$ cat config.mk
export PLATFORM = sky130hd
export DESIGN_NAME = scytale_crypt_flat
export DESIGN_NICKNAME = d
export VERILOG_FILES = /design/src/rtl/scytale_crypt_if.sv /design/src/rtl/scytale_crypt.sv /design/src/flat_wrapper.sv
export SDC_FILE = /design/constraint.sdc
export NUM_CORES = 1
export LEC_CHECK = 0
export ABC_CLOCK_PERIOD_IN_PS = 8990
export CAP_MARGIN = 20
export CORE_UTILIZATION = 35
export CTS_BUF_LIST = sky130_fd_sc_hd__clkbuf_2 sky130_fd_sc_hd__clkbuf_4 sky130_fd_sc_hd__clkbuf_8
export DETAILED_ROUTE_END_ITERATION = 6
export HOLD_SLACK_MARGIN = 0.03
export PLACE_DENSITY = 0.57
export SLEW_MARGIN = 20
export SYNTH_ARGS = -nofsm -noshare
export SYNTH_HDL_FRONTEND = slang
export SYNTH_SLANG_ARGS = --single-unit
$ cat constraint.sdc
create_clock -name clk -period 8.99 [get_ports clk]
set_input_delay 1.798 -clock clk [delete_from_list [all_inputs] [get_ports clk]]
set_output_delay 1.798 -clock clk [all_outputs]
set_load 0.01 [all_outputs]
$ cat src/rtl/scytale_crypt_if.sv
// Character stream interface of the scytale engine: input stream, key/mode
// selection and the backpressured output stream.
interface scytale_crypt_if #(
  parameter int D_WIDTH   = 8,
  parameter int KEY_WIDTH = 8
);
  logic [D_WIDTH-1:0]   data_i;
  logic                 valid_i;
  logic                 mode_i;
  logic [KEY_WIDTH-1:0] key_N;
  logic [KEY_WIDTH-1:0] key_M;
  logic                 ready_i;
  logic                 busy;
  logic [D_WIDTH-1:0]   data_o;
  logic                 valid_o;
  logic                 done_o;
  logic                 overflow_o;

  modport master (
    output data_i, valid_i, mode_i, key_N, key_M, ready_i,
    input  busy, data_o, valid_o, done_o, overflow_o
  );

  modport slave (
    input  data_i, valid_i, mode_i, key_N, key_M, ready_i,
    output busy, data_o, valid_o, done_o, overflow_o
  );
endinterface

$ cat src/rtl/scytale_crypt.sv
// Scytale cipher engine: buffers a message until the start token, then emits
// it column-strided (stride key_N to decrypt, key_M to encrypt).
module scytale_crypt #(
  parameter int                 D_WIDTH                = 8,
  parameter int                 KEY_WIDTH              = 8,
  parameter int                 MAX_NOF_CHARS          = 50,
  parameter logic [D_WIDTH-1:0] START_DECRYPTION_TOKEN = 8'hFA
) (
  input logic           clk,
  input logic           rst_n,
  scytale_crypt_if.slave io
);

  localparam int AW = (MAX_NOF_CHARS > 1) ? $clog2(MAX_NOF_CHARS) : 1;
  localparam int CW = $clog2(MAX_NOF_CHARS + 1);
  localparam int IW = AW + KEY_WIDTH + 1;
  localparam logic [CW-1:0] MAX_C = CW'(MAX_NOF_CHARS);
  localparam logic [CW-1:0] ONE_C = CW'(1);

  typedef enum logic {LOAD, EMIT} state_t;

  state_t               state;
  logic [D_WIDTH-1:0]   mem [MAX_NOF_CHARS];
  logic [CW-1:0]        n_q;
  logic [KEY_WIDTH-1:0] s_q;
  logic [IW-1:0]        r_q;
  logic [IW-1:0]        k_q;
  logic                 busy_q;
  logic                 valid_q;
  logic                 done_q;
  logic                 overflow_q;
  logic [D_WIDTH-1:0]   data_q;

  logic                 is_token;
  logic                 wr_en;
  logic [KEY_WIDTH-1:0] s_sel;
  logic [IW-1:0]        n_ext;
  logic [IW-1:0]        s_ext;
  logic [IW-1:0]        k_step;
  logic [IW-1:0]        r_step;
  logic [IW-1:0]        nxt_k;
  logic [IW-1:0]        nxt_r;
  logic                 last;
  logic [AW-1:0]        rd_addr;

  assign is_token = (io.data_i == START_DECRYPTION_TOKEN);
  assign wr_en    = (state == LOAD) && io.valid_i && !is_token && (n_q < MAX_C);
  assign s_sel    = io.mode_i ? io.key_M : io.key_N;
  assign n_ext    = IW'(n_q);
  assign s_ext    = IW'(s_q);
  assign k_step   = k_q + s_ext;
  assign r_step   = r_q + IW'(1);
  assign rd_addr  = nxt_k[AW-1:0];

  // Next index to present; an exhausted row jumps straight to the next row
  // start, and a row start past n means every later row is empty too.
  always_comb begin
    nxt_k = k_step;
    nxt_r = r_q;
    last  = 1'b0;
    if (k_step < n_ext) begin
      nxt_k = k_step;
    end else if ((r_step < s_ext) && (r_step < n_ext)) begin
      nxt_r = r_step;
      nxt_k = r_step;
    end else begin
      last = 1'b1;
    end
  end

  always_ff @(posedge clk) begin
    if (wr_en) begin
      mem[n_q[AW-1:0]] <= io.data_i;
    end
  end

  always_ff @(posedge clk or negedge rst_n) begin
    if (!rst_n) begin
      state      <= LOAD;
      n_q        <= '0;
      s_q        <= KEY_WIDTH'(1);
      r_q        <= '0;
      k_q        <= '0;
      busy_q     <= 1'b0;
      valid_q    <= 1'b0;
      done_q     <= 1'b0;
      overflow_q <= 1'b0;
      data_q     <= '0;
    end else begin
      done_q <= 1'b0;
      case (state)
        LOAD: begin
          if (io.valid_i) begin
            if (is_token) begin
              s_q    <= (s_sel == '0) ? KEY_WIDTH'(1) : s_sel;
              r_q    <= '0;
              k_q    <= '0;
              busy_q <= 1'b1;
              state  <= EMIT;
              if (n_q != '0) begin
                valid_q <= 1'b1;
                data_q  <= mem[0];
              end
            end else if (n_q < MAX_C) begin
              n_q <= n_q + ONE_C;
            end else begin
              overflow_q <= 1'b1;
            end
          end
        end
        EMIT: begin
          // valid_q low here only for an empty message, which ends at once
          if (!valid_q || (io.ready_i && last)) begin
            valid_q    <= 1'b0;
            busy_q     <= 1'b0;
            done_q     <= 1'b1;
            n_q        <= '0;
            overflow_q <= 1'b0;
            state      <= LOAD;
          end else if (io.ready_i) begin
            k_q    <= nxt_k;
            r_q    <= nxt_r;
            data_q <= mem[rd_addr];
          end
        end
        default: state <= LOAD;
      endcase
    end
  end

  assign io.busy       = busy_q;
  assign io.valid_o    = valid_q;
  assign io.done_o     = done_q;
  assign io.overflow_o = overflow_q;
  assign io.data_o     = data_q;

endmodule

$ cat src/flat_wrapper.sv
// flat-port wrapper written by rule: the top's interface ports become plain ports
module scytale_crypt_flat 
#(
  parameter int                 D_WIDTH                = 8,
  parameter int                 KEY_WIDTH              = 8,
  parameter int                 MAX_NOF_CHARS          = 50,
  parameter logic [D_WIDTH-1:0] START_DECRYPTION_TOKEN = 8'hFA
)
  (clk, rst_n, io_data_i, io_valid_i, io_mode_i, io_key_N, io_key_M, io_ready_i, io_busy, io_data_o, io_valid_o, io_done_o, io_overflow_o);
  scytale_crypt_if #(.D_WIDTH(D_WIDTH), .KEY_WIDTH(KEY_WIDTH)) io_i ();
  input logic clk;
  input logic rst_n;
  input wire logic [$bits(io_i.data_i)-1:0] io_data_i;
  input wire logic [$bits(io_i.valid_i)-1:0] io_valid_i;
  input wire logic [$bits(io_i.mode_i)-1:0] io_mode_i;
  input wire logic [$bits(io_i.key_N)-1:0] io_key_N;
  input wire logic [$bits(io_i.key_M)-1:0] io_key_M;
  input wire logic [$bits(io_i.ready_i)-1:0] io_ready_i;
  output wire logic [$bits(io_i.busy)-1:0] io_busy;
  output wire logic [$bits(io_i.data_o)-1:0] io_data_o;
  output wire logic [$bits(io_i.valid_o)-1:0] io_valid_o;
  output wire logic [$bits(io_i.done_o)-1:0] io_done_o;
  output wire logic [$bits(io_i.overflow_o)-1:0] io_overflow_o;
  assign io_i.data_i = io_data_i;
  assign io_i.valid_i = io_valid_i;
  assign io_i.mode_i = io_mode_i;
  assign io_i.key_N = io_key_N;
  assign io_i.key_M = io_key_M;
  assign io_i.ready_i = io_ready_i;
  assign io_busy = io_i.busy;
  assign io_data_o = io_i.data_o;
  assign io_valid_o = io_i.valid_o;
  assign io_done_o = io_i.done_o;
  assign io_overflow_o = io_i.overflow_o;
  scytale_crypt #(.D_WIDTH(D_WIDTH), .KEY_WIDTH(KEY_WIDTH), .MAX_NOF_CHARS(MAX_NOF_CHARS), .START_DECRYPTION_TOKEN(START_DECRYPTION_TOKEN)) u_core (.clk(clk), .rst_n(rst_n), .io(io_i));
endmodule
Word-level counts from Yosys, hierarchy flattened. Memories as Yosys holds them, arrays and structs flattened. Index checks and enable logic that the tools add are counted.

Register bits after elaboration: 57. Bits in writable memories: 400. Input port bits: 29. Output and inout port bits: 12. Word-level logic and storage cells: 96. Memories: 1.

$add $sub $neg: 3. $lt $le $gt $ge: 4. Equal/unequal tests: 12. Muxes and demuxes: 47. Bitwise logic cells: 1. Reduce and logical (&&, ||, !) cells: 18.

Memories: u_core.mem (words 50, width 8, read ports 2, clocked after memory_dff 0, wr ports 1, RTL line scytale_crypt.sv:23) `logic [D_WIDTH-1:0] mem [MAX_NOF_CHARS];`.

Operator list (count): $mux 15 (10); $pmux 15 s2 (2); $mux 8 (7); $lt 15x6->1 (2); $mux 6 (4); $ne 2x2->1 const B (10); $mux 1 (18); $pmux 8 s2 (1); $reduce_and 4->1 (4); $add 15x1->15 const B (1); $add 15x8->15 (1); $lt 15x8->1 (1); $pmux 6 s2 (1); $eq 8x8->1 const B (1); $logic_not 8->1 (1); $pmux 1 s2 (4); $add 6x1->6 const B (1); $lt 6x6->1 const B (1); $reduce_and 3->1 (2); $reduce_and 6->1 (1); $reduce_bool 6->1 (1); $logic_and 1x1->1 (5); $reduce_and 5->1 (1); $logic_not 1->1 (2); 3 further kinds (3).

Longest topological paths before layout. Gate-level depths: netlist of the first run.

Depth after elaboration: 9. Depth in mapped cells: 24. Depth with buffers taken out: 20.

Worst setup path before layout of the first run. Ideal clock, no wire load.

Path kind: register -> register. From: reg u_core.s_q[0]. To: reg u_core.data_q[7], in the netlist u_core.io.data_o[7]. Library setup time: 126 ps. Arrival: 4473 ps. Required time: 8864 ps. Path slack: 4391 ps. Stages on the path, launching flop included: 19. Path buffers: 3. Period minus slack after synthesis: 4599 ps. Cells stage by stage: dfstp_2 ha_1 inv_1 fa_1 xor2_1 inv_1 clkbuf_1 clkbuf_1 ha_1 a21oi_1 o211ai_1 nor4_4 a21o_4 mux2i_2 buf_2 a221oi_1 a2111oi_0 nor4_1 a311o_1.

Longest elaborated chain between the ends: 8. Elaborated cells on any way between the ends: 16. Classes of those cells: add/sub (1); order compare (2); eq/ne (1); mux (7); reduce/logical (4); memory (1).

Ends and longest elaborated chain: from (decl) (RTL line scytale_crypt.sv:25) `logic [KEY_WIDTH-1:0] s_q;`; from (signal assigned) (RTL line scytale_crypt.sv:95) `s_q <= (s_sel == '0) ? KEY_WIDTH'(1) : s_sel;`; parallel branches: the longest is 8 deep, another holds $add 15x8->15; to (signal assigned) (RTL line scytale_crypt.sv:102) `data_q <= mem[0];`; to (signal assigned) (RTL line scytale_crypt.sv:123) `data_q <= mem[rd_addr];`; to (decl) (RTL line scytale_crypt.sv:32) `logic [D_WIDTH-1:0] data_q;`.

Parallel ways; which one is timed is not known. The select of a mux whose other input is x is not followed. A chain may end at the register's enable or synchronous reset.

Worst setup path in the final report of the first run.
From: reg u_core.s_q[0]. To: reg u_core.data_q[1], in the netlist u_core.io.data_o[1].

Same word-level chain as after synthesis.

==> results of run 1 <==
[layout make-up]
class,instances,area share (%)
clock inverters,31,1.25
repair buffers,66,2.46
clock buffers,113,6.08
well taps,756,4.13
multi-input cells,972,26.6
inverters,51,0.835
flip-flops and latches,457,58.7
[sequential cells by signal (all words and copies together) (netlist names), 6 cells and up]
| signal | flops |
|---|---|
| u_core.mem | 400 |
| u_core.n_q | 6 |
| u_core.io.data_o | 8 |
| u_core.k_q | 15 |
| u_core.s_q | 8 |
| u_core.r_q | 15 |
[logic make-up (layout without fill, tap and decap cells)]
logic type | Yosys count | in the layout | share of synthesized area, %
flops | 457 | 457 | 66.8
fa+ha+maj | 29 | 29 | 1.84
compound gates | 271 | 271 | 9.91
buf+inv | 124 | 261 | 3.03
mux | 101 | 101 | 5.13
simple gates | 556 | 556 | 12.6
xor+xnor | 15 | 15 | 0.653
[metal layers]
layer / routed length, um / part of all wire [%] / track usage (%) / up-vias
met2: 24600 / 44 / 28.2 / 565
met4: 1300 / 2.3 / 6.20 / 0
met1: 25100 / 45 / 27.5 / 6651
li1: - / - / - / 6020
met5: 0 / 0 / 0 / -
met3: 4480 / 8.1 / 4.07 / 87
[worst max-delay path by stage]
stage / start / to / cells after the start
after floorplan: u_core.s_q[0] / u_core.io.data_o[7] / 18
after global placement: u_core.s_q[0] / u_core.io.data_o[7] / 21
after detailed placement: u_core.s_q[0] / u_core.io.data_o[7] / 17
after CTS: u_core.s_q[0] / u_core.io.data_o[7] / 17
after global routing: u_core.s_q[0] / u_core.io.data_o[7] / 17
final: u_core.s_q[0] / u_core.io.data_o[1] / 17
[power by group through the flow]
stage | clock network, uW | logic [uW] | registers, uW
2_1_floorplan | 0 | 864 | 2460
3_3_place_gp | 0 | 1240 | 2470
3_5_place_dp | 0 | 1250 | 2470
4_1_cts | 2050 | 1250 | 2430
5_1_grt | 2130 | 1360 | 2440
6_report | 2010 | 1270 | 2430
[per-stage QoR]
step / worst slack, ps / utilization (%) / area (um^2) / hold slack [ps] / cells
2_1_floorplan: 4390 / - / 20100 / 456 / 1553
3_3_place_gp: 2710 / 37.5 / 21200 / 475 / 2302
3_5_place_dp: 2570 / 37.5 / 21200 / 481 / 2302
4_1_cts: 2590 / 40.5 / 22900 / 497 / 2446
5_1_grt: 2060 / 40.5 / 22900 / 525 / 2446
6_report: 2500 / 40.5 / 22900 / 494 / 2446
[synthesized netlist by cell type (5+ instances only)]
| master | number | area share (%) |
|---|---|---|
| edfxtp_1 | 400 | 60 |
| nand2_1 | 245 | 4.6 |
| nor2_1 | 126 | 2.4 |
| mux2i_1 | 95 | 4.7 |
| nand3_1 | 81 | 2.0 |
| a21oi_1 | 57 | 1.4 |
| dfrtp_1 | 56 | 7.0 |
| inv_1 | 47 | 0.88 |
| a211oi_1 | 41 | 1.5 |
| ha_1 | 28 | 1.7 |
| buf_2 | 25 | 0.62 |
| clkbuf_1 | 24 | 0.45 |
| and2_1 | 22 | 0.68 |
| o22ai_1 | 22 | 0.68 |
| a32oi_1 | 21 | 0.91 |
| o21ai_0 | 20 | 0.50 |
| nor4_1 | 16 | 0.50 |
| a31oi_1 | 13 | 0.40 |
| nor3_1 | 12 | 0.30 |
| a221oi_1 | 11 | 0.48 |
| buf_4 | 11 | 0.41 |
| nand4_1 | 11 | 0.34 |
| a21o_1 | 10 | 0.37 |
| xnor2_1 | 10 | 0.44 |
| a2111oi_0 | 8 | 0.35 |
| buf_6 | 8 | 0.45 |
| o2111ai_1 | 8 | 0.35 |
| and4_1 | 7 | 0.30 |
| a22o_1 | 6 | 0.26 |
| a41o_1 | 6 | 0.30 |
| and3_1 | 6 | 0.19 |
| nand2b_1 | 6 | 0.19 |
| o31ai_1 | 6 | 0.22 |
| or3_1 | 6 | 0.19 |
| xor2_1 | 5 | 0.22 |
[worst max-delay path: cells and delay by family (launching register included)]
kind,cells,cell delay [ps]
flops,1,550
buf+inv,3,1120
mux,1,170
simple gates,2,770
compound gates,7,2240
fa+ha+maj,3,980
xor+xnor,1,500
==> flow_metrics.py, run 1 <==
metrics = {
    "timing": {
        "period_needed_ps": 6490,
        "worst_pin_slew_ps": 1160,
        "setup_viol": 0,
        "rsz0062_at_grt": "no",
        "slew_violations": 0,
        "fin_crit_sh_pct": 72.2,
        "clock_skew_ps": 41.9,
        "fin_tns_setup_ps": 0,
        "hold_viol": 0,
        "fmax_mhz": 154,
        "slew_headroom_pct": 20.7,
    },
    "min_path": {
        "hold_start": "u_core.k_q[2]",
        "holdPathEnd": "u_core.k_q[2]",
        "hold_class": "reg2reg",
        "hold_depth": 2,
    },
    "clock_network": {
        "cts-htree-levels": 3,
        "cts_buffer_depth": 3,
        "clock-sinks": 457,
        "cts_made_buffers": 79,
        "cts_tree": "done",
        "ctsHoldBuffers": 0,
        "clk_latency_ps": 670,
        "cts-root-buf": "clkbuf_8",
        "cts_resized": 0,
        "clk_pin_slew_worst_paths_ps": 60,
        "postCtsSetupBuffers": 0,
    },
    "finish": {
        "n_antenna_cell": 0,
        "final_nets": 1685,
        "multi_input_area_um2": 6100,
        "final_common_cell": "edfxtp_1",
        "syn2layout_area_growth_pct": 13.9,
        "n_fill_cell": 5390,
        "final_cell_mix": "edfxtp_1, nand2_1, nor2_1",
        "seq_area_um2": 13400,
        "drive_above_1_share_pct": 12.1,
    },
    "floorplanning": {
        "dieArea_um2": 58400,
        "die_w_um": 242,
        "start_util_pct": 35.5,
        "io_pins": 41,
        "core_um2": 56600,
        "fp.dieH_um": 242,
        "rows": 87,
    },
    "routing": {
        "drt-total-wl_um": 55500,
        "vias_per_cell": 5.45,
        "drtAntennaViolNets": 0,
        "vias": 13300,
        "avgRoutedWirePerCell_um": 22.7,
        "drt_pass1_iterations": 6,
        "drt_iter0_markers": 1416,
        "drc_errors": 0,
    },
    "critical_path": {
        "r2r.worst_path.cells": 17,
        "crit_path_start_kind": "register",
        "r2r-end": "u_core.io.data_o[1]",
        "cp-end-kind": "register",
        "slowest_delay_ps": 750,
        "crit_path_top_delay_cell": "a21o_4",
        "r2r_slack_ps": 2500,
        "worstPathRequired_ps": 9550,
        "reg2reg_from": "u_core.s_q[0]",
        "path_class": "reg2reg",
        "cp_data_arrival_time_ps": 7050,
        "crit_fanout": 117,
        "path_cells": "ha_1 -> inv_1 -> fa_1 -> xor2_1 -> inv_1 -> ha_1 -> a21oi_1 -> o211ai_1 -> nor4_4 -> a21o_4 -> a21o_4 -> buf_12 -> mux2i_1 -> a32oi_1 -> o2111ai_1 -> and4_1 -> a21oi_1",
    },
    "power_and_ir_drop": {
        "seq_power_share_pct": 42.6,
        "finalPower_uw": 5710,
        "power.share.clock_pct": 35.2,
        "p_leak_uw": 0.00836,
        "pwr-share-comb_pct": 22.2,
        "powerDensity_nw_per_um2": 249,
        "internal-power_uw": 3910,
        "p_switching_uw": 1790,
        "swShare_pct": 31.4,
        "irDropWorstVdd_v": 0.000164,
    },
    "synthesis": {
        "synth_area_um2": 20100,
        "avgSynthCellArea_um2": 12.9,
        "ys_warn_count": 0,
        "ys_ff_latch": 457,
        "yosysUniqueCellTypes": 86,
        "synthCells": 1553,
        "synth-edff-count": 400,
        "syn_nets": 1611,
        "synthFlopType": "edfxtp_1",
        "ys_seq_area_share_pct": 66.8,
        "async_reset_ff_share_pct": 12.5,
    },
    "placement": {
        "gp_congestion": 0.843,
        "dp_hpwl_um": 35100,
        "port_buffers": 40,
    },
    "global_routing": {
        "grt_pass1_vias": 13000,
        "grt_remaining_overflow": 0,
        "grt_pass1_wl_um": 83900,
        "grt_max_degree": 118,
        "grt_use_total_pct": 19.0,
        "antenna_found_initial": 1,
    },
    "outcome": {
        "status": "finished clean",
    },
    "run": {
        "drv_cap": 0,
    },
}
No activity file was read; power rests on OpenSTA's default activity.
==> run 2, diff against run 1 <==
--- a/config.mk
+++ b/config.mk
@@ -5,7 +5,7 @@
 export SDC_FILE = /design/constraint.sdc
 export NUM_CORES = 1
 export LEC_CHECK = 0
-export ABC_CLOCK_PERIOD_IN_PS = 8990
+export ABC_CLOCK_PERIOD_IN_PS = 6800
 export CAP_MARGIN = 20
 export CORE_UTILIZATION = 35
 export CTS_BUF_LIST = sky130_fd_sc_hd__clkbuf_2 sky130_fd_sc_hd__clkbuf_4 sky130_fd_sc_hd__clkbuf_8
==> constraint.sdc (replaced) <==
create_clock -name clk -period 6.8 [get_ports clk]
set_input_delay 1.36 -clock clk [delete_from_list [all_inputs] [get_ports clk]]
set_output_delay 1.36 -clock clk [all_outputs]
set_load 0.01 [all_outputs]
==> run 2 against run 1 <==
First-iteration DRC count shrank 19%. Clock power rose by 18%. Count of clock-buffer cells in the layout decreased by 10.
==> flow_metrics.py, run 2 (synthesis gave the netlist of run 1 again) <==
metrics = {
    "global_routing": {
        "grt_remaining_overflow": 0,
        "use_met3_pct": 3.35,
        "grt_use_total_pct": 18.6,
        "grt_pass1_vias": 13400,
        "grt_max_degree": 58,
        "grt_pass1_wl_um": 83200,
        "grt-busiest-layer": "met2",
        "globalRouteMet2Util_pct": 29.3,
        "grt_util_met1_pct": 26.3,
        "antenna_found_initial": 1,
    },
    "routing": {
        "drc_errors": 0,
        "avgRoutedWirePerCell_um": 22.1,
        "drt_pass1_iterations": 6,
        "drtAntennaViolNets": 0,
        "vias_per_cell": 5.38,
        "drt_iter0_markers": 1141,
        "vias": 13200,
        "drt-total-wl_um": 54100,
    },
    "critical_path": {
        "crit_fanout": 56,
        "worstPathRequired_ps": 7370,
        "r2r-end": "u_core.io.data_o[6]",
        "r2r_slack_ps": 560,
        "crit_path_start_kind": "register",
        "cp_data_arrival_time_ps": 6800,
        "r2r.worst_path.cells": 22,
        "cp-end-kind": "register",
        "reg2reg_from": "u_core.s_q[0]",
        "path_class": "reg2reg",
    },
    "run": {
        "drv_cap": 0,
    },
    "min_path": {
        "hold_class": "reg2reg",
        "hold_start": "u_core.k_q[0]",
        "hold_depth": 2,
        "holdPathEnd": "u_core.k_q[0]",
    },
    "timing": {
        "setup_viol": 0,
        "hold_viol": 0,
        "worst_pin_slew_ps": 1070,
        "rsz0062_at_grt": "no",
        "slew_headroom_pct": 28.6,
        "fmax_mhz": 160,
        "period_needed_ps": 6240,
        "slew_violations": 0,
        "fin_tns_setup_ps": 0,
        "whs_ps": 491,
        "clock_skew_ps": 37.5,
        "fin_crit_sh_pct": 91.7,
    },
    "floorplanning": {
        "io_pins": 41,
        "start_util_pct": 35.5,
        "core_um2": 56600,
        "rows": 87,
        "dieArea_um2": 58400,
        "die_w_um": 242,
        "fp.dieH_um": 242,
    },
    "placement": {
        "gp_congestion": 0.842,
        "dp_cells": 2315,
        "dp_hpwl_um": 35300,
        "port_buffers": 40,
    },
    "power_and_ir_drop": {
        "powerDensity_nw_per_um2": 319,
        "irDropWorstVdd_v": 0.000133,
        "p_leak_uw": 0.00831,
    },
    "clock_network": {
        "clk_latency_ps": 650,
        "cts_tree": "done",
        "clock-sinks": 457,
        "cts-htree-levels": 3,
        "cts_resized": 0,
        "cts-root-buf": "clkbuf_8",
        "ctsHoldBuffers": 0,
        "postCtsSetupBuffers": 0,
        "cts_buffer_depth": 3,
        "clk_pin_slew_worst_paths_ps": 60,
        "cts_made_buffers": 77,
    },
    "finish": {
        "syn2layout_area_growth_pct": 13.3,
        "final_cell_count_no_fill": 2446,
        "n_antenna_cell": 0,
        "final_cell_mix": "edfxtp_1, nand2_1, nor2_1",
        "final_common_cell": "edfxtp_1",
        "n_fill_cell": 5355,
        "final_nets": 1696,
        "largest_register_ffs": 400,
        "drive_above_1_share_pct": 11.8,
    },
    "outcome": {
        "status": "finished clean",
    },
}
run 2: critical path, cell delays in order (launching register included):
cell	delay, ps
dfstp_2	550
ha_1	170
inv_1	60
fa_1	400
nand2b_1	190
nand2b_1	80
a21oi_1	70
xnor2_1	230
ha_1	290
a21o_1	160
a221oi_1	240
o311a_1	200
o211ai_1	120
nor4_4	450
a21o_4	590
a21o_4	650
buf_12	370
buf_4	450
nand2_1	100
a311oi_1	290
nand3_1	110
and3_1	190
a21oi_1	130
run 2: per-stage QoR:
step | power (uW) | utilization (%) | instance area (um^2) | setup slack (ps)
after floorplan | 4390 | - | 20100 | 2200
after global placement | 4920 | 37.7 | 21300 | 706
after detailed placement | 4930 | 37.7 | 21300 | 629
after CTS | 7300 | 40.2 | 22800 | 603
after global routing | 7570 | 40.2 | 22800 | 158
final | 7250 | 40.2 | 22800 | 564
run 2: power breakdown:
part	switching (uW)	internal, uW	leakage [uW]
Sequential	53.2	3160	0.00435
Combinational	1150	524	0.00320
Clock	1110	1260	0.000761
Total	2310	4940	0.00831
run 2: how the worst max path moves through the flow:
| stage | start | end | cells after the start |
|---|---|---|---|
| after detailed placement | u_core.s_q[0] | u_core.io.data_o[6] | 22 |
| after CTS | u_core.s_q[0] | u_core.io.data_o[6] | 22 |
| after floorplan | u_core.s_q[0] | u_core.io.data_o[7] | 18 |
| final | u_core.s_q[0] | u_core.io.data_o[6] | 22 |
| after global routing | u_core.s_q[0] | u_core.io.data_o[6] | 22 |
| after global placement | u_core.s_q[0] | u_core.io.data_o[6] | 22 |
run 2: cell type report:
cell class | count | area (um^2) | area share [%]
multi-input cells | 972 | 6090 | 26.7
repair buffers | 79 | 673 | 2.96
flip-flops and latches | 457 | 13400 | 59.0
clock buffers | 103 | 1280 | 5.62
clock inverters | 28 | 156 | 0.687
inverters | 51 | 191 | 0.841
well taps | 756 | 946 | 4.15
run 2: layer usage:
| layer | vias to the layer above | part of all wire (%) |
|---|---|---|
| met1 | 6549 | 46 |
| met3 | 101 | 5.5 |
| met5 | - | 0.017 |
| met2 | 468 | 46 |
| li1 | 6035 | - |
| met4 | 2 | 2.3 |
==> RTL edit 1, RTL diff (settings of run 2) <==
`MAX_NOF_CHARS` is set to 50 in 2 places; all go to 25.
--- a/src/rtl/scytale_crypt.sv
+++ b/src/rtl/scytale_crypt.sv
@@ -5,3 +5,3 @@
   parameter int                 KEY_WIDTH              = 8,
-  parameter int                 MAX_NOF_CHARS          = 50,
+  parameter int                 MAX_NOF_CHARS          = 25,
   parameter logic [D_WIDTH-1:0] START_DECRYPTION_TOKEN = 8'hFA
--- a/src/flat_wrapper.sv
+++ b/src/flat_wrapper.sv
@@ -5,3 +5,3 @@
   parameter int                 KEY_WIDTH              = 8,
-  parameter int                 MAX_NOF_CHARS          = 50,
+  parameter int                 MAX_NOF_CHARS          = 25,
   parameter logic [D_WIDTH-1:0] START_DECRYPTION_TOKEN = 8'hFA
Formal check against the unedited RTL: no difference found for any inputs over 4 cycles, from zero or initial values and one cycle with rst_n low; that may be too few to reach the edited logic, so the function may still have changed.
==> RTL edit 1 against run 2 <==
Sequential cell count fell by 203; setup slack improved by 0.59 ns; cell count decreased by 44%; area after synthesis shrank 42%; largest cell class unchanged; die area shrank 42%; wire length fell by 44%; total power is 46% lower; design area decreased by 41%; sequential share of layout area down 4.3 points.
==> RTL edit 1: results (changes against run 2) <==
- The run finished with clean final reports.
- The total nets after synthesis is 893 (-45%).
- The total of fill cells in the finished design is 3051 (-43%).
- The data arrival time of the critical path came to 6.13 ns (-0.67 ns).
- The share of layout cells above drive strength 1 came to 13.54% (+1.7 points).
- The final design area excluding fillers is 13450 µm² (-41%).
- The number of flops mapped to enable cells by yosys was 200 (-50%).
- The maximum net fanout on the critical path was 46 (-18%).
- By count the netlist is led by sky130_fd_sc_hd__edfxtp_1, sky130_fd_sc_hd__mux2i_1, sky130_fd_sc_hd__dfrtp_1, sky130_fd_sc_hd__nor2_1, sky130_fd_sc_hd__nand2_1.
- On the critical path, the stage with the largest delay is an instance of sky130_fd_sc_hd__buf_4.
- The number of setup buffers added after CTS is 0 (unchanged).
- The largest voltage drop on the vdd net is 0.1483 mV (+12%).
- The delay of the slowest cell on the worst path was 0.61 ns (-0.04 ns).
- The static leakage is 0.005255 µW (-37%).
- The clock buffer count from CTS came to 44 (-43%).
- The post-synthesis async set-or-reset flop share came to 21.26% (+8.8 points).
- The global-route wire length before repair is 46820 µm (-44%).
- The startpoint of the worst setup timing path is u_core.k_q[0].
- The pre-CTS setup slack came to 1.121 ns (+0.4926 ns).
- The most instantiated flip-flop cell in the synthesis netlist is sky130_fd_sc_hd__edfxtp_1.
- The via count of the first global-routing pass is 7428 (-44%).
- The clock latency on the worst-skew pair was 0.57 ns (-0.08 ns).
- The fmax came to 177.2 MHz (+11%).
- The count of antenna-violating nets left after detailed routing is 0 (unchanged).
- The number of H-tree levels was 2 (-1).
- The average wire per cell in the routed design is 22.01 µm (-0.57%).
- The detailed-router iteration count before antenna repair is 5 (-1).
- The detailed placer's ending HPWL is 20050 µm (-43%).
- The total global-route track usage is 18.61% (-0.031 points).
- The initial antenna violation count is 0 (-1).
- The share of the yosys chip area belonging to registers was 63.62% (-3.2 points).
- Ranked by total cell area, the synthesized netlist is headed by sky130_fd_sc_hd__edfxtp_1, sky130_fd_sc_hd__dfrtp_1, sky130_fd_sc_hd__mux2i_1.
- The post-route clock skew is 0.03265 ns (-0.004805 ns).
- The detail-routed via count per cell came to 5.353 (-0.46%).
- The count of different cell masters after synthesis is 69 (-20%).
- The startpoint identified for the worst hold timing path is u_core.s_q[0].
- The max-capacitance violation count came to 0 (unchanged).
- The count of buffers from port buffering is 40 (unchanged).
- The layout net count is 963 (-43%).
- The relative slew slack came to 21.69% (-6.9 points).
- The final RePlAce weighted congestion was 0.8665 (+2.9%).
- The maximum number of pins on one net before global-route repair is 55 (-5.2%).
- The number of DRC markers in iteration 0 is 618 (-46%).
- The number of flip-flops in the largest register is 200 (-50%).
## RTL edit 1: area by class of cell
cell class,instances,share of cell area (%)
Inverter,33,0.9209
Sequential cell,254,54.71
Tap cell,442,4.112
Timing Repair Buffer,59,4.000
Clock buffer,62,5.926
Antenna cell,1,0.01860
Multi-Input combinational cell,513,29.23
Clock inverter,17,1.088
## RTL edit 1: cells by family after synthesis
group           after synthesis  synth area share, %
mux                         121                10.90
buf+inv                      68                2.683
fa+ha+maj                    29                3.202
flops                       254                63.62
compound gates              168                10.48
simple gates                179                7.897
xor+xnor                     16                1.212
## RTL edit 1: where the power goes
group	switching (µW)	internal (µW)	leakage [µW]	total, µW
Sequential	67.0	1760	0.00250	1830
Combinational	398	245	0.00225	643
Clock	636	839	0.000503	1470
## RTL edit 1: per-stage QoR
stage | cells | hold slack, ns | power [µW]
after global routing | 1380 | 0.4798 | 4122
final | 1381 | 0.4682 | 3949
after global placement | 1301 | 0.4628 | 2496
after detailed placement | 1301 | 0.4605 | 2502
after floorplan | 835 | 0.4440 | 2245
after CTS | 1380 | 0.4693 | 3974
## RTL edit 1: worst paths after layout
kind                                            end  slack [ns]  cells after the start
max in group asynchronous            u_core.k_q[13]        5.35                      2
min in group asynchronous             u_core.r_q[6]        0.95                      2
worst max register to register  u_core.io.data_o[7]        1.16                     17
worst min-delay path                  u_core.s_q[0]        0.47                      2
worst min register to register        u_core.s_q[0]        0.47                      2
worst max-delay path            u_core.io.data_o[7]        1.16                     17
## RTL edit 1: critical path: cells and delay by family (launching register included)
kind / cells / cell delay (ns)
AO/OA/AOI/OAI: 5 / 1.36
XOR/XNOR: 1 / 0.48
adder cells (fa/ha/maj): 3 / 1.00
buffers and inverters: 3 / 1.03
flip-flops: 1 / 0.38
multiplexers: 2 / 0.39
AND/OR/NAND/NOR: 3 / 0.90
## RTL edit 1: routing by layer
layer | GRT usage, % | vias up | share of wire (%)
li1 | - | 3387 | -
met1 | 26.62 | 3744 | 47
met2 | 29.02 | 207 | 46
met3 | 2.516 | 55 | 4.4
met4 | 6.267 | 0 | 2.5
met5 | 0 | - | 0
==> RTL edit 2, RTL diff (settings of run 2) <==
Made on the original files. Reset style: synchronous (`rst_n`), changed in one clocked block.
--- a/src/rtl/scytale_crypt.sv
+++ b/src/rtl/scytale_crypt.sv
@@ -76,3 +76,3 @@
 
-  always_ff @(posedge clk or negedge rst_n) begin
+  always_ff @(posedge clk) begin
     if (!rst_n) begin
Check against the original RTL: differs if rst_n is asserted again (counterexample within 4 cycles, from zero or initial values and one cycle with rst_n low); with rst_n held inactive, the same outputs for 4 cycles.
==> RTL edit 2 against run 2 <==
The flow now finishes with violations (design-rule violations); cell count stayed put; wire length is 2.2% higher; area after synthesis is 0.65% lower; sequential cell count stayed put; largest cell class unchanged; design area hardly changed; setup slack worse by 0.095 ns; worst hold slack worse by 0.0035 ns.
Power is not compared: it rests on default switching activity, and its combinational part moved more than twofold at a synthesized area within 25%.
==> RTL edit 2: results (changes against run 2) <==
- The run finished, with violations left.
- The checks that failed: design-rule violations.
- The met3 routed wirelength was 4274 µm (+44%).
- The final RePlAce weighted congestion is 0.8454 (+0.40%).
- The initial antenna violation count is 2 (+1).
- The count of different cell masters after synthesis is 84 (-2.3%).
- After synthesis, the most frequently instantiated cells are sky130_fd_sc_hd__edfxtp_1, sky130_fd_sc_hd__nand2_1, sky130_fd_sc_hd__nor2_1, sky130_fd_sc_hd__a21oi_1, sky130_fd_sc_hd__nand3_1.
- The routed wire length on met2 is 25670 µm (+3.1%).
- The maximum number of pins on one net before global-route repair was 86 (+48%).
- The fraction of met1 tracks used by global routing is 26.32% (+0.066 points).
- The data arrival time of the critical path was 6.88 ns (+0.08 ns).
- The slack of the worst reg-to-reg path came to 0.47 ns (-0.10 ns).
- The share of layout cells above drive strength 1 is 14.03% (+2.2 points).
- The average wire per cell in the routed design is 22.63 µm (+2.2%).
- The met1 wire length is 24010 µm (-3.9%).
- The detailed placer's ending HPWL is 35250 µm (-0.23%).
- The share of the yosys chip area belonging to registers is 65.83% (-1.0 points).
- The post-synthesis async set-or-reset flop share was 0% (-12 points).
- The post-route clock skew is 0.03649 ns (-0.0009663 ns).
- The global routing usage on met2 is 30.34% (+0.99 points).
- The pre-CTS setup slack is 0.6229 ns (-0.005743 ns).
- The clock latency on the worst-skew pair is 0.67 ns (+0.02 ns).
- The cell type of the slowest stage on the worst timing path is sky130_fd_sc_hd__a2111oi_0.
- The via count of the first global-routing pass is 13170 (-1.5%).
- The delay of the slowest cell on the worst path is 0.98 ns (+0.33 ns).
- The total nets after synthesis is 1597 (-0.87%).
- The relative slew slack was 23.67% (-4.9 points).
- The detailed-route DRC error count was 1 (+1).
- The count of buffers from port buffering is 40 (unchanged).
- Yosys attributes the largest share of cell area to sky130_fd_sc_hd__edfxtp_1, sky130_fd_sc_hd__dfxtp_1, sky130_fd_sc_hd__nand2_1.
- The highest layer touched by signal routing is met4.
- The count of buffer and inverter cells on the critical path is 0 (-3).
- The maximum net fanout on the critical path is 23 (-59%).
- The total of fill cells in the finished design is 5420 (+1.2%).
- The total global-route track usage is 19.41% (+0.77 points).
- The shortest clock period the worst path allows after layout is 6.331 ns (+0.09547 ns).
- The global-route wire length before repair is 82980 µm (-0.22%).
- The clock buffer count from CTS is 78 (+1.3%).
- The detailed-router iteration count before antenna repair is 7 (+1).
- The number of DRC markers in iteration 0 is 1349 (+18%).
- In this run the worst hold path is classified as flop to flop.
- The layout net count was 1685 (-0.65%).
## RTL edit 2: per-stage QoR
stage / util [%] / area, µm² / instances / hold WS [ns] / power, µW
3_5_place_dp: 37.49 / 21140 / 2302 / 0.4803 / 3244
6_report: 40.38 / 22770 / 2446 / 0.4879 / 5743
4_1_cts: 40.35 / 22750 / 2444 / 0.4887 / 5788
5_1_grt: 40.38 / 22770 / 2446 / 0.5055 / 5917
2_1_floorplan: - / 19980 / 1539 / 0.4593 / 3158
3_3_place_gp: 37.49 / 21140 / 2302 / 0.4782 / 3243
## RTL edit 2: logic make-up (layout without fill, tap and decap cells)
kind of cell | Yosys count | in the layout | synth area share, %
xor gates and xnor gates | 20 | 20 | 0.8768
AOI/OAI and AO/OA | 320 | 320 | 11.10
DFF | 457 | 457 | 65.83
buffers and inverters | 101 | 251 | 2.912
adders and majority gates | 29 | 29 | 1.854
other | 0 | 1 | 0
and+or+nand+nor | 507 | 507 | 11.61
muxes | 105 | 105 | 5.818
## RTL edit 2: final cells by class
| cell class | count | area, µm² | share of cell area (%) |
|---|---|---|---|
| timing repair buffer | 79 | 681.9 | 2.995 |
| multi-input combinational | 981 | 6260 | 27.49 |
| inverter | 30 | 112.6 | 0.4946 |
| antenna | 1 | 2.502 | 0.01099 |
| clock inverter | 26 | 191.4 | 0.8408 |
| clock buffer | 116 | 1421 | 6.243 |
| tap | 756 | 945.9 | 4.155 |
| sequential | 457 | 13150 | 57.77 |
## RTL edit 2: worst paths after layout
kind,start,end,cells after the start
worst min register to register,u_core.k_q[6],u_core.k_q[6],1
worst max-delay path,u_core.r_q[1],u_core.io.data_o[2],15
worst max register to register,u_core.r_q[1],u_core.io.data_o[2],15
worst min-delay path,u_core.k_q[6],u_core.k_q[6],1
